===== src/rtl/addsub_chunk_unit_if.sv =====
// Start/done handshake and result bus for the chunked add/sub unit.
// master: requester (start, op, operands); slave: the unit (status, results, flags).
interface addsub_chunk_unit_if #(
  parameter int WIDTH = 32
);
  logic             start;
  logic             op;
  logic [WIDTH-1:0] a_in;
  logic [WIDTH-1:0] b_in;
  logic             busy;
  logic             done;
  logic [WIDTH-1:0] z_low;
  logic [WIDTH-1:0] z_high;
  logic             carry_out;
  logic             overflow;
  logic             zero;

  modport master (
    output start, op, a_in, b_in,
    input  busy, done, z_low, z_high,
    input  carry_out, overflow, zero
  );

  modport slave (
    input  start, op, a_in, b_in,
    output busy, done, z_low, z_high,
    output carry_out, overflow, zero
  );
endinterface


===== src/rtl/addsub_chunk_unit.sv =====
// Multi-cycle signed add/sub, CHUNK bits per clock from the LSB up.
// Ports: clock, clear (async active-low), bus (slave). Macro ADDSUB_SAT_EN saturates z_low.
module addsub_chunk_unit #(
  parameter int WIDTH = 32,
  parameter int CHUNK = 8
) (
  input  logic               clock,
  input  logic               clear,
  addsub_chunk_unit_if.slave bus
);

  localparam int NCHUNK = WIDTH / CHUNK;
  localparam int CW = (NCHUNK > 1) ? $clog2(NCHUNK) : 1;
  localparam int OW = (WIDTH > 1) ? $clog2(WIDTH) : 1;
  localparam logic [CW-1:0] LAST = CW'(NCHUNK - 1);

  localparam logic [1:0] IDLE = 2'd0;
  localparam logic [1:0] RUN  = 2'd1;
  localparam logic [1:0] DONE = 2'd2;

  logic [1:0]       state;
  logic [WIDTH-1:0] a_r;
  logic [WIDTH-1:0] b_r;
  logic             carry;
  logic [CW-1:0]    cnt;
  logic [WIDTH-1:0] z_low;
  logic [WIDTH-1:0] z_high;
  logic             carry_r;
  logic             ovf_r;
  logic             zero_r;
  logic             done_r;

  logic [OW-1:0]    ofs;
  logic [CHUNK-1:0] a_c;
  logic [CHUNK-1:0] b_c;
  logic [CHUNK-1:0] s;
  logic             c_out;
  logic             c_msb;
  logic             ovf_n;
  logic             sign_n;
  logic [WIDTH-1:0] z_cat;
  logic [WIDTH-1:0] z_fin;
  logic             accept;
  logic             last;

  assign accept = bus.start && (state != RUN);
  assign last   = (cnt == LAST);

  always_comb begin
    ofs = OW'(int'(cnt) * CHUNK);
    a_c = a_r[ofs +: CHUNK];
    b_c = b_r[ofs +: CHUNK];
    {c_out, s} = {1'b0, a_c} + {1'b0, b_c}
               + {{CHUNK{1'b0}}, carry};
    // carry into the chunk MSB recovered from its sum bit
    c_msb  = s[CHUNK-1] ^ a_c[CHUNK-1] ^ b_c[CHUNK-1];
    ovf_n  = c_msb ^ c_out;
    z_cat  = z_low;
    z_cat[ofs +: CHUNK] = s;
    // sign of the exact (WIDTH+1)-bit result
    sign_n = z_cat[WIDTH-1] ^ ovf_n;
    z_fin  = z_cat;
`ifdef ADDSUB_SAT_EN
    if (ovf_n) begin
      z_fin = sign_n ? {1'b1, {(WIDTH-1){1'b0}}}
                     : {1'b0, {(WIDTH-1){1'b1}}};
    end
`endif
  end

  always_ff @(posedge clock or negedge clear) begin
    if (!clear) begin
      state   <= IDLE;
      a_r     <= '0;
      b_r     <= '0;
      carry   <= 1'b0;
      cnt     <= '0;
      z_low   <= '0;
      z_high  <= '0;
      carry_r <= 1'b0;
      ovf_r   <= 1'b0;
      zero_r  <= 1'b0;
      done_r  <= 1'b0;
    end else begin
      done_r <= 1'b0;
      unique case (1'b1)
        accept: begin
          a_r   <= bus.a_in;
          b_r   <= bus.op ? ~bus.b_in : bus.b_in;
          carry <= bus.op;
          cnt   <= '0;
          state <= RUN;
        end
        (state == RUN): begin
          carry <= c_out;
          cnt   <= cnt + CW'(1);
          if (last) begin
            z_low   <= z_fin;
            z_high  <= {WIDTH{sign_n}};
            carry_r <= c_out;
            ovf_r   <= ovf_n;
            zero_r  <= (z_fin == '0);
            done_r  <= 1'b1;
            state   <= DONE;
          end else begin
            z_low <= z_cat;
          end
        end
        default: state <= IDLE;
      endcase
    end
  end

  assign bus.busy      = (state == RUN);
  assign bus.done      = done_r;
  assign bus.z_low     = z_low;
  assign bus.z_high    = z_high;
  assign bus.carry_out = carry_r;
  assign bus.overflow  = ovf_r;
  assign bus.zero      = zero_r;

endmodule


===== src/flat_wrapper.sv =====
// flat-port wrapper written by rule: the top's interface ports become plain ports
module addsub_chunk_unit_flat 
#(
  parameter int WIDTH = 32,
  parameter int CHUNK = 8
)
  (clock, clear, bus_start, bus_op, bus_a_in, bus_b_in, bus_busy, bus_done, bus_z_low, bus_z_high, bus_carry_out, bus_overflow, bus_zero);
  addsub_chunk_unit_if #(.WIDTH(WIDTH)) bus_i ();
  input  logic clock;
  input  logic clear;
  input wire logic [$bits(bus_i.start)-1:0] bus_start;
  input wire logic [$bits(bus_i.op)-1:0] bus_op;
  input wire logic [$bits(bus_i.a_in)-1:0] bus_a_in;
  input wire logic [$bits(bus_i.b_in)-1:0] bus_b_in;
  output wire logic [$bits(bus_i.busy)-1:0] bus_busy;
  output wire logic [$bits(bus_i.done)-1:0] bus_done;
  output wire logic [$bits(bus_i.z_low)-1:0] bus_z_low;
  output wire logic [$bits(bus_i.z_high)-1:0] bus_z_high;
  output wire logic [$bits(bus_i.carry_out)-1:0] bus_carry_out;
  output wire logic [$bits(bus_i.overflow)-1:0] bus_overflow;
  output wire logic [$bits(bus_i.zero)-1:0] bus_zero;
  assign bus_i.start = bus_start;
  assign bus_i.op = bus_op;
  assign bus_i.a_in = bus_a_in;
  assign bus_i.b_in = bus_b_in;
  assign bus_busy = bus_i.busy;
  assign bus_done = bus_i.done;
  assign bus_z_low = bus_i.z_low;
  assign bus_z_high = bus_i.z_high;
  assign bus_carry_out = bus_i.carry_out;
  assign bus_overflow = bus_i.overflow;
  assign bus_zero = bus_i.zero;
  addsub_chunk_unit #(.WIDTH(WIDTH), .CHUNK(CHUNK)) u_core (.clock(clock), .clear(clear), .bus(bus_i));
endmodule

===== config.mk =====
export PLATFORM = sky130hd
export DESIGN_NAME = addsub_chunk_unit_flat
export DESIGN_NICKNAME = d
export VERILOG_FILES = /design/src/rtl/addsub_chunk_unit_if.sv /design/src/rtl/addsub_chunk_unit.sv /design/src/flat_wrapper.sv
export SDC_FILE = /design/constraint.sdc
export NUM_CORES = 1
export LEC_CHECK = 0
export ABC_CLOCK_PERIOD_IN_PS = 4600
export BUFFER_PORTS_ARGS = -buffer_cell sky130_fd_sc_hd__buf_2
export CAP_MARGIN = 20
export CORE_MARGIN = 2
export CORE_UTILIZATION = 54
export DETAILED_ROUTE_END_ITERATION = 16
export PLACE_DENSITY = 0.81
export RECOVER_POWER = 25
export SLEW_MARGIN = 0
export SYNTH_ARGS = -nofsm -noshare
export SYNTH_HDL_FRONTEND = slang
export SYNTH_SLANG_ARGS = --single-unit

===== constraint.sdc =====
create_clock -name clock -period 4.6 [get_ports clock]
set_clock_uncertainty 0.15 [all_clocks]
set_input_delay 0.69 -clock clock [delete_from_list [all_inputs] [get_ports clock]]
set_output_delay 0.69 -clock clock [all_outputs]
set_load 0.005 [all_outputs]

[Yosys cells after proc, flatten, opt, wreduce, memory -nomap -nowiden]
Cells that the tools add are included.
W data, S select, Z words.
Word-level totals
  flip-flop bits (word level): 106
  latch bits: 0
  RAM bits: 0
  ROM bits: 0
  input bits: 68
  output and inout bits: 69
  logic and storage cells: 40
  memories: 0
Operators by class
  add/sub/neg operators: 4
  $mul: 0
  div/mod/pow operators: 0
  magnitude comparators: 0
  eq/ne operators: 4
  shift operators: 4
  muxes and demuxes: 8
  bitwise logic cells: 5
  reduce and logical (&&, ||, !) cells: 4
Operator list (count)
  $shiftx A32 B6 Y8: 2
  $bwmux W32: 1
  $logic_not A32 Y1: 1
  $mux W32: 1
  $not A32 Y32: 1
  $shift A8 B7 Y32 const A: 1
  $shiftx A8 B7 Y32: 1
  $add A8 B8 Y9: 1
  $add A9 B1 Y9: 1
  $pmux W2 S2: 2
  $neg A5 Y7: 1
  $ne A2 B1 Y1 const B: 2
  $xor A1 B1 Y1: 4
  $add A2 B1 Y2 const B: 1
  $eq A2 B1 Y1 const B: 1
  $eq A2 B2 Y1 const B: 1
  $mux W1: 2
  $mux W2: 1
  $pmux W1 S2: 1
  $reduce_and A2 Y1: 1
  $reduce_bool A2 Y1: 1
  $logic_and A1 B1 Y1: 1

[Longest topological paths before layout]
Gate-level depths: netlist of run 1.
  depth in word-level cells: 7
  mapped depth: 13
  depth with buffers taken out: 11

[Worst setup path before layout of run 1]
OpenSTA, ideal clock, no wires.
  path kind: reg-to-reg
  start: register u_core.cnt[0]
  end: register u_core.zero_r (netlist: u_core.bus.zero)
  setup time: 67 ps
  arrival: 3236 ps
  required time: 4383 ps
  setup slack: 1147 ps
  cell stages (with the launch flop): 14
  buffers on the path: 2
  clock period less this slack: 3453 ps
  path through: dfrtp_1 > buf_6 > buf_2 > mux4_2 > fa_1 > inv_1 > fa_1 > nor2b_1 > o31a_1 > o21a_1 > nor2_2 > xnor2_1 > o41ai_2 > a32o_1
Between the ends
  word-level cells in the longest chain between the ends: 6
  elaborated cells between the ends (all ways): 11
  those cells by class: add/sub: 3; eq/ne: 1; shift: 4; mux: 1; reduce/logical: 2
Ends and longest elaborated chain
  start, declared: RTL line addsub_chunk_unit.sv:25  | logic [CW-1:0] cnt;
  start signal, assigned: RTL line addsub_chunk_unit.sv:96  | cnt <= cnt + CW'(1);
  $shiftx A32 B6 Y8, on equally long branches: RTL line addsub_chunk_unit.sv:51, addsub_chunk_unit.sv:52
  $add A8 B8 Y9: RTL line addsub_chunk_unit.sv:53  | {c_out, s} = {1'b0, a_c} + {1'b0, b_c}
  $add A9 B1 Y9: RTL line addsub_chunk_unit.sv:54  | + {{CHUNK{1'b0}}, carry};
  $shiftx A8 B7 Y32: RTL line addsub_chunk_unit.sv:59  | z_cat[ofs +: CHUNK] = s;
  $bwmux W32: RTL line addsub_chunk_unit.sv:59
  $logic_not A32 Y1: RTL line addsub_chunk_unit.sv:102  | zero_r <= (z_fin == '0);
  end signal, assigned: RTL line addsub_chunk_unit.sv:102
  end, declared: RTL line addsub_chunk_unit.sv:30  | logic zero_r;
Parallel ways exist; a longest one is shown, timed or not.
A chain may end at the register's enable or synchronous reset.

[Worst setup path after layout of run 1]
Ends and elaborated chain as after synthesis.

==> results of run 1 <==
-- path summary, 6_finish.rpt --
path                           startpoint                   end  slack, ps
setup / recovery            u_core.cnt[0]       u_core.bus.zero        680
hold / removal             u_core.b_r[24]        u_core.b_r[24]        340
setup reg to reg            u_core.cnt[0]       u_core.bus.zero        680
hold reg to reg            u_core.b_r[24]        u_core.b_r[24]        340
max in group asynchronous           clear        u_core.a_r[24]       2430
min in group asynchronous           clear  u_core.bus.z_low[14]        630
-- worst max-delay path: stages, from the launching register on --
cell	delay [ps]
dfrtp_1	850
buf_4	380
mux4_2	540
ha_1	370
o21a_1	150
o31a_1	190
o21a_1	140
nor2_2	40
xnor2_1	580
o41ai_2	180
a32o_1	240
-- Yosys cell counts, types with 6 or more instances --
master	count
a21oi_1	8
a22o_1	20
buf_1	6
buf_4	31
clkbuf_1	12
dfrtp_1	106
ha_1	13
inv_1	10
mux2_2	33
mux4_2	16
nand2_1	61
nor2_1	8
nor4_1	9
o21ai_0	51
xnor2_1	35
-- per-layer routing --
metal,global-route usage,wire length (um)
met2,0.380,5860
met1,0.287,4890
met3,0.0439,785
met5,0,0
met4,0.0840,238
-- layout by cell type, fill, tap and decap left out, types with 10 or more instances in the layout --
| master | instances |
|---|---|
| o21ai_0 | 51 |
| xnor2_1 | 35 |
| mux4_2 | 16 |
| inv_1 | 10 |
| buf_2 | 135 |
| ha_1 | 13 |
| a22o_1 | 20 |
| nand2_1 | 60 |
| mux2_2 | 33 |
| dfrtp_1 | 106 |
-- final cells by class --
type	instances	area, um2
Fill cell	783	3580
Sequential cell	106	2650
Multi-Input combinational cell	305	2430
Timing Repair Buffer	141	718
Tap cell	133	166
Clock buffer	9	124
Clock inverter	7	60.1
Inverter	10	37.5
-- sequential cells by signal (all words and copies together), names as in the netlist --
register and cells:
u_core.bus.carry_out 1, u_core.bus.z_high 1, u_core.bus.overflow 1, u_core.state 2, u_core.bus.z_low 32, u_core.bus.zero 1
u_core.bus.done 1, u_core.a_r 32, u_core.cnt 2, u_core.b_r 32, u_core.carry 1
-- per-stage QoR --
step           utilization  total power, mW  area [um2]
3_5_place_dp         0.615             4.85        6010
2_1_floorplan            -             4.01        5440
5_1_grt              0.633             5.81        6190
4_1_cts              0.634             5.40        6190
6_report             0.633             5.41        6190
3_3_place_gp         0.615             4.73        6010
-- power by group --
group          switching [mW]  internal (mW)
logic                    1.81           1.40
registers               0.323           1.34
clock network           0.328          0.206
-- logic make-up after synthesis --
| kind of cell | synth area share |
|---|---|
| muxes | 0.136 |
| buffers and inverters | 0.0660 |
| DFF | 0.487 |
| xor gates and xnor gates | 0.0685 |
| and+or+nand+nor | 0.0842 |
| adders and majority gates | 0.0373 |
| AOI/OAI and AO/OA | 0.120 |
==> impl_results.md, run 1 <==
* Mapped Area at 5440 um2
* Total number of vias at 4008
* PwrDens at 873 nW/um2
* Total of warnings raised by yosys at 0
* First-pass GRT wire length at 19.5 mm
* Vias in the first global route at 3939
* CTS resizes at 0
* Largest net degree at the start of global routing at 76
* Full die area at 10900 um2
* Final-report setup violation count at 0
* Arr. time, crit path at 4040 ps
* Static leakage at 2.98 nW
* Register-to-Register Path Depth at 10
* Die span in y at 104 um
* CP startpoint kind: register
* RePlAce Congestion at 0.902
* Setup tns final at 0 ps
* Routed length per instance at 16.6 um
* Post-synth top area cell: dfrtp_1
* Leading register cell type out of synthesis: dfrtp_1
* Drt drc at 0
* Clock latency on the worst-skew pair at 380 ps
* Post-synth EDFFs at 0
* Initial antenna violation count at 0
* Post-synthesis sequential area ratio at 0.487
* Worst-path fanout max at 18
* Hold Buf Count CTS at 0
* Worst Setup End Kind: register
* Worst hold path depth at 2
* Placeable core region at 9770 um2
* Fraction of layout cells with a size suffix above 1 at 0.370
* Total of max-cap violations at 1
* P&R area growth vs syn at 13.8%
* Top-area cell type share of the netlist area at 0.487
* Kind of critical path: register to register
* # diodes at 0
* Post-Layout Cell Count at 711
* Worst-Margin Slew at 1770 ps
* Critical Path RT at 4710 ps
* F_max at 255 MHz
* Routed WL at 11.8 mm
* Setup repair after global routing missed its margin: false
* Final Cycle Share at 0.853
* Worst-path clk slew at 100 ps
* HP Class: register to register
* Mapped Nets at 556
* Buffers inserted by post-CTS timing repair at 0
* Slew Viols, Final at 76
* Placed Cells at 695
* Die Wd at 104 um
* TritonCTS Sinks at 106
* Top cells by area, synth: dfrtp_1, mux2_2, mux4_2
* Cells after synthesis at 473
* Final HPWL DP at 8.87 mm
* Nets at 656
* Failing checks: max-capacitance violations, max-slew violations
* CTS tree: built
* Hold slack at 342 ps
* Post-route ant nets at 0
* Final Hold Viols at 0
* Avg Cell Area, Syn at 11.5 um2
* Worst relative slew slack at -0.182
* Top Ports at 137
* Period minus WS final at 3920 ps
* Ys async rst share at 1.00
* Status: complete, but fails checks
* CTS Buf Count at 9
* DP Worst Slack at 718 ps
* First DRT Iteration DRCs at 197
* First-pass DRT Iterations at 5
* Gr ovfl total at 0
* Initial cell density of the core at 0.557
* Seq cells post-synth at 106
* Final setup margin at 678 ps
* Vias/cell at 5.64
* Longest Clk Path Bufs at 2
* Row count at 36
* GRT Util Overall at 0.225
* Max H-tree Level at 3
* Peak VDD IR at 459 uV
* Buffers on Ports at 136
* Yosys cell types at 51
* Root Driver: clkbuf_8
No activity file was read; power rests on OpenSTA's default activity.
==> run 2, diff against run 1 <==
Settings changed: ABC_AREA set to 1, CORE_UTILIZATION 54 to 55.
==> impl_results.md, run 2 <==
* Status: complete, but fails checks (unchanged)
* Failing checks: max-capacitance violations, max-slew violations (unchanged)
* Post-synth EDFFs at 0 (unchanged)
* Gr ovfl total at 0 (unchanged)
* Hold Buf Count CTS at 0 (unchanged)
* Commonest non-fill, non-tap cell in the layout: nand2_1 (was buf_2)
* Buffers on Ports at 136 (unchanged)
* Final HPWL DP at 9.89 mm (was 8.87 mm)
* Total of warnings raised by yosys at 0 (unchanged)
* Worst relative slew slack at -0.152 (was -0.182)
* Largest family of logic cells by synthesized area: simple AND/OR/NAND/NOR gates (was multiplexers)
* Kind of critical path: register to register (unchanged)
* Net Sw Power at 2.80 mW (was 2.46 mW)
* CTS tree: built (unchanged)
* Clock share of power at 0.096 (was 0.099)
* Seq pwr share at 0.298 (was 0.307)
* Critical Path RT at 4720 ps (was 4710 ps)
* Worst-path fanout max at 21 (was 18)
* Placeable core region at 10700 um2 (was 9770 um2)
* Multiplexer share of the synthesized area at 0 (was 0.136)
* Mapped Area at 5970 um2 (was 5440 um2)
* Largest net degree at the start of global routing at 81 (was 76)
* CTS resizes at 0 (unchanged)
* Full die area at 11700 um2 (was 10900 um2)
* Clock latency on the worst-skew pair at 370 ps (was 380 ps)
* TritonCTS Sinks at 106 (unchanged)
* Period minus WS final at 3480 ps (was 3920 ps)
* P_int at 2.76 mW (was 2.94 mW)
* Mapped Nets at 865 (was 556)
* Arr. time, crit path at 3600 ps (was 4040 ps)
* Routed WL at 13.4 mm (was 11.8 mm)
* Count leader, synth: nand2_1 (was dfrtp_1)
* Final Util at 0.624 (was 0.633)
* Design area at 6670 um2 (was 6190 um2)
* Nets at 953 (was 656)
* Die span in y at 108 um (was 104 um)
* Initial antenna violation count at 0 (unchanged)
* Die Wd at 108 um (was 104 um)
* Top cells by area, synth: dfrtp_1, nand2_1, o21ai_0 (was dfrtp_1, mux2_2, mux4_2)
* Buffers inserted by post-CTS timing repair at 0 (unchanged)
* Peak VDD IR at 413 uV (was 459 uV)
* GRT Util Overall at 0.241 (was 0.225)
* Post-synth top area cell: dfrtp_1 (unchanged)
* Initial cell density of the core at 0.558 (was 0.557)
* Worst-Margin Slew at 1730 ps (was 1770 ps)
* Max H-tree Level at 3 (unchanged)
* Setup tns final at 0 ps (unchanged)
* Top Ports at 137 (unchanged)
* P&R area growth vs syn at 11.7% (was 13.8%)
* Root Driver: clkbuf_8 (unchanged)
* Post-synthesis xor/xnor area fraction at 0.0526 (was 0.0685)
* Yosys cell types at 36 (was 51)
* Fillers at 1020 (was 783)
* RePlAce Congestion at 0.887 (was 0.902)
* Post-route ant nets at 0 (unchanged)
* Final Hold Viols at 0 (unchanged)
* Total number of vias at 5281 (was 4008)
* Routed length per instance at 13.2 um (was 16.6 um)
* Top-area cell type share of the netlist area at 0.444 (was 0.487)
* Avg Cell Area, Syn at 7.64 um2 (was 11.5 um2)
* Switching share of power at 0.503 (was 0.455)
* Top Registers: u_core.a_r (32), u_core.b_r (32), u_core.bus.z_low (32) (unchanged)
* Final-report setup violation count at 0 (unchanged)
* Final Cycle Share at 0.756 (was 0.853)
* Total of max-cap violations at 1 (unchanged)
* Ys async rst share at 1.00 (unchanged)
* First-pass DRT Iterations at 5 (unchanged)
* Area of the multi-input gates at 2740 um2 (was 2430 um2)
* Synth Area in Adders at 0.0339 (was 0.0372)
* HP Class: register to register (unchanged)
* Static leakage at 3.52 nW (was 2.98 nW)
* Setup repair after global routing missed its margin: false (unchanged)
* F_max at 287 MHz (was 255 MHz)
* Synth Area in Simple Gates at 0.251 (was 0.0842)
* Row count at 38 (was 36)
* Vias/cell at 5.20 (was 5.64)
* DP Area at 6480 um2 (was 6010 um2)
* PwrDens at 834 nW/um2 (was 873 nW/um2)
* First DRT Iteration DRCs at 328 (was 197)
* Vias in the first global route at 4585 (was 3939)
* Leading register cell type out of synthesis: dfrtp_1 (unchanged)
* CTS Buf Count at 9 (unchanged)
* Longest Clk Path Bufs at 2 (unchanged)
* CP startpoint kind: register (unchanged)
* First-pass GRT wire length at 22.2 mm (was 19.5 mm)
* Combinational share of power at 0.605 (was 0.594)
* Synth Area in Compound Gates at 0.120 (about the same)
* Commonest cells after routing, fill and taps aside: nand2_1, buf_2, dfrtp_1 (was buf_2, dfrtp_1, nand2_1)
* Post-synthesis sequential area ratio at 0.444 (was 0.487)
* Area occupied by registers at 2650 um2 (unchanged)
* Slew Viols, Final at 74 (was 76)
* Drt drc at 0 (unchanged)
* Worst Setup End Kind: register (unchanged)
* Seq cells post-synth at 106 (unchanged)
* Fraction of layout cells with a size suffix above 1 at 0.195 (was 0.370)
* Worst-path clk slew at 110 ps (was 100 ps)
* # diodes at 0 (unchanged)
* Cells after synthesis at 782 (was 473)
* Commonest cells post-synth: nand2_1, dfrtp_1, o21ai_0 (was dfrtp_1, nand2_1, o21ai_0)
## run 2: worst max-delay path, stage by stage (launching register included)
cell     delay, ps
dfrtp_1        720
inv_2          290
o21ai_0        140
o22ai_1        110
fa_1           450
inv_1           90
fa_1           430
nor2_1         170
nand2_1         90
o21ai_0        170
inv_1           70
nand2_1         60
nor2_1          40
nand3_1         80
nor2_1          40
nand3_1         90
nor2_1          50
nand3_1         70
nand2_1         50
## run 2: cell families after synthesis
kind of cell | after synthesis
xor gates and xnor gates | 35
and+or+nand+nor | 379
DFF | 106
buffers and inverters | 119
adders and majority gates | 15
AOI/OAI and AO/OA | 128
## run 2: layout make-up
type,count,area share
clock buffers,9,0.0186
clock inverters,7,0.00807
inverters,53,0.0300
multi-input cells,557,0.410
flip-flops and latches,106,0.398
well taps,140,0.0263
repair buffers,143,0.109
## run 2: final timing paths
| check | start | endpoint | slack, ps | depth (start not counted) |
|---|---|---|---|---|
| worst max-delay path | u_core.cnt[1] | u_core.bus.zero | 1120 | 18 |
| worst min-delay path | u_core.a_r[12] | u_core.a_r[12] | 330 | 2 |
| worst max register to register | u_core.cnt[1] | u_core.bus.zero | 1120 | 18 |
| worst min register to register | u_core.a_r[12] | u_core.a_r[12] | 330 | 2 |
| max in group asynchronous | clear | u_core.b_r[25] | 1630 | 3 |
| min in group asynchronous | clear | u_core.bus.z_low[24] | 620 | 2 |
## run 2: power groups by stage
stage                     clock [mW]  combinational (mW)  sequential (mW)
after floorplan                    0                2.61             1.61
after CTS                      0.540                3.35             1.66
after global routing           0.582                3.83             1.71
after detailed placement           0                3.33             1.68
after global placement             0                3.26             1.67
final                          0.536                3.37             1.66
## run 2: layer usage
| layer | wire, um | vias to the layer above | track usage |
|---|---|---|---|
| li1 | - | 2648 | - |
| met1 | 6050 | 2385 | 0.345 |
| met4 | 315 | 0 | 0.0842 |
| met5 | 0 | - | 0 |
| met2 | 6080 | 221 | 0.378 |
| met3 | 978 | 27 | 0.0338 |
## run 2: through the flow
stage / hold WS, ps / worst slack [ps] / power (mW) / std cells
global route: 349 / 753 / 6.12 / 1015
detailed placement: 303 / 1200 / 5.01 / 997
finish: 326 / 1120 / 5.56 / 1015
global placement: 300 / 1270 / 4.93 / 997
floorplan: 244 / 1480 / 4.22 / 782
CTS: 327 / 1160 / 5.55 / 1013
==> run 3, diff against run 2 <==
Settings changed: ABC_AREA 1 to 0, ABC_CLOCK_PERIOD_IN_PS 4600 to 3500, CORE_UTILIZATION 55 to 54.
Clock period 4.6 ns to 3.5 ns, I/O delays scaled along.
==> impl_results.md, run 3 (same netlist as run 1, synthesis figures left out) <==
* Net Sw Power at 3.35 mW (was 2.80 mW)
* Most frequent CP cell: fa_1 (was nor2_1)
* Worst relative slew slack at -0.419 (was -0.152)
* R2R Path Start: u_core.cnt[0] (was u_core.cnt[1])
* Worst Setup End Kind: register (unchanged)
* Setup repair after global routing missed its margin: false (unchanged)
* Period minus WS final at 3320 ps (was 3480 ps)
* RePlAce Congestion at 0.935 (was 0.887)
* First DRT Iteration DRCs at 250 (was 328)
* Setup tns final at 0 ps (unchanged)
* Final Cycle Share at 0.950 (was 0.756)
* Worst-path clk slew at 110 ps (about the same)
* Buffers on Ports at 136 (unchanged)
* CP max stage cell: mux4_2 (was dfrtp_1)
* Peak VDD IR at 647 uV (was 413 uV)
* Worst hold path depth at 2 (unchanged)
* Vias/cell at 5.71 (was 5.20)
* GRT Util Overall at 0.231 (was 0.241)
* Critical Path RT at 3670 ps (was 4720 ps)
* Worst-Margin Slew at 2130 ps (was 1730 ps)
* Crit path max-delay family: compound AO/OA/AOI/OAI gates (was adder cells)
* Final Hold Viols at 0 (unchanged)
* Initial antenna violation count at 0 (unchanged)
* Area occupied by registers at 2650 um2 (unchanged)
* Arr. time, crit path at 3490 ps (was 3600 ps)
* Die span in y at 104 um (was 108 um)
* Top Ports at 137 (unchanged)
* CP startpoint kind: register (unchanged)
* Worst-path fanout max at 5 (was 21)
* Number of buffers and inverters on the critical path at 1 (was 3)
* Area of the multi-input gates at 2430 um2 (was 2740 um2)
* Routed WL at 12.3 mm (was 13.4 mm)
* Nets at 669 (was 953)
* Crit path largest cell delay at 540 ps (was 720 ps)
* First-pass DRT Iterations at 7 (was 5)
* PwrDens at 1200 nW/um2 (was 834 nW/um2)
* Clock latency on the worst-skew pair at 370 ps (about the same)
* Gr ovfl total at 0 (unchanged)
* Final-report setup violation count at 0 (unchanged)
* Drt drc at 0 (unchanged)
* Clock share of power at 0.105 (was 0.096)
* CTS Buf Count at 9 (unchanged)
* Placed Cells at 706 (was 997)
* Critical hold path startpoint: bus_a_in[1] (was u_core.a_r[12])
* P&R area growth vs syn at 16.4% (was 11.7%)
* First-pass GRT wire length at 20.0 mm (was 22.2 mm)
* Max H-tree Level at 3 (unchanged)
* Row count at 36 (was 38)
* Fraction of layout cells with a size suffix above 1 at 0.376 (was 0.195)
* Final HPWL DP at 9.05 mm (was 9.89 mm)
* CTS resizes at 0 (unchanged)
* R2r setup slk at 180 ps (was 1120 ps)
* Kind of critical path: register to register (unchanged)
* Critical path, cell by cell: mux4_2 > fa_1 > inv_1 > fa_1 > nor2b_1 > o31a_1 > o21a_1 > nor2_2 > xnor2_1 > o41ai_2 > a32o_1 (was inv_2 > o21ai_0 > o22ai_1 > fa_1 > inv_1 > fa_1 > nor2_1 > nand2_1 > o21ai_0 > inv_1 > nand2_1 > nor2_1 > nand3_1 > nor2_1 > nand3_1 > nor2_1 > nand3_1 > nand2_1)
* Vias in the first global route at 4085 (was 4585)
* Total number of vias at 4133 (was 5281)
* Longest Clk Path Bufs at 2 (unchanged)
* Failing checks: max-capacitance violations, max-slew violations (unchanged)
* Switching share of power at 0.441 (was 0.503)
* Initial cell density of the core at 0.557 (was 0.558)
* HP Class: input pin to register (was register to register)
* F_max at 301 MHz (was 287 MHz)
* Full die area at 10900 um2 (was 11700 um2)
* Static leakage at 3.05 nW (was 3.52 nW)
* Seq pwr share at 0.284 (was 0.298)
* Status: complete, but fails checks (unchanged)
* TritonCTS Sinks at 106 (unchanged)
* CTS tree: built (unchanged)
* Root Driver: clkbuf_8 (unchanged)
* Hold endpoint: u_core.a_r[1] (was u_core.a_r[12])
* # diodes at 0 (unchanged)
* P_int at 4.25 mW (was 2.76 mW)
* Commonest cells after routing, fill and taps aside: buf_2, dfrtp_1, nand2_1 (was nand2_1, buf_2, dfrtp_1)
* Register-to-Register Path Depth at 11 (was 18)
* Routed length per instance at 17.0 um (was 13.2 um)
* Fillers at 750 (was 1020)
* Post-Layout Cell Count at 724 (was 1015)
* Top Registers: u_core.a_r (32), u_core.b_r (32), u_core.bus.z_low (32) (unchanged)
* Slew Viols, Final at 39 (was 74)
* Post-route ant nets at 0 (unchanged)
* Commonest non-fill, non-tap cell in the layout: buf_2 (was nand2_1)
* Combinational share of power at 0.611 (was 0.605)
* Total of max-cap violations at 1 (unchanged)
* Die Wd at 104 um (was 108 um)
* Placeable core region at 9770 um2 (was 10700 um2)
* Largest net degree at the start of global routing at 96 (was 81)
* Worst R2R End: u_core.bus.zero (unchanged)
## run 3: cell count changes in the layout (fill, tap and decap cells not counted), sizes merged, moves of 5 or more
cell   change
a22o      +20
a31oi     -14
buf       +11
inv       -42
mux2      +33
mux4      +16
nand2    -203
nand3     -33
nand4      -7
nor2      -62
nor4       +9
o21ai     -32
o22ai     -13
xnor2      +5
## run 3: power groups by stage
stage	combinational, mW	sequential [mW]	clock [mW]
after detailed placement	4.56	2.17	0
after global placement	4.41	2.14	0
after global routing	5.03	2.23	0.854
after floorplan	3.22	2.04	0
after CTS	4.60	2.15	0.802
final	4.65	2.16	0.799
## run 3: worst max path at each step
stage	slack [ps]	cells after the start	from	endpoint
2_1_floorplan	50	13	u_core.cnt[0]	u_core.bus.zero
3_3_place_gp	320	8	u_core.cnt[0]	u_core.bus.zero
3_5_place_dp	210	11	u_core.cnt[0]	u_core.bus.zero
4_1_cts	190	11	u_core.cnt[0]	u_core.bus.zero
5_1_grt	10	11	u_core.cnt[0]	u_core.bus.zero
6_report	180	11	u_core.cnt[0]	u_core.bus.zero
## run 3: final cells by class
cell class,instances,area share
multi-input combinational,305,0.384
sequential,106,0.419
timing repair buffer,154,0.131
inverter,10,0.00593
clock inverter,6,0.0136
tap,133,0.0263
clock buffer,10,0.0202
## run 3: per-stage QoR
step	setup WS [ps]	cell area [um2]	util	hold WS (ps)	total power, mW
after global placement	318	6090	0.623	312	6.55
final	175	6330	0.648	229	7.61
after floorplan	47.2	5440	-	79.4	5.27
after CTS	189	6310	0.645	217	7.55
after detailed placement	215	6090	0.623	324	6.73
after global routing	12.9	6330	0.648	214	8.11
## run 3: timing repair
item                       4_1_cts  5_1_grt
hold buffers                     0        1
buffers inserted                 0        0
setup endpoints to repair        0        0
hold endpoints to repair         0       15
## run 3: metal layers
metal  GRT usage  part of all wire
met2       0.380              0.49
met1       0.300              0.42
met5           0                 0
met4       0.102             0.024
met3      0.0420             0.073
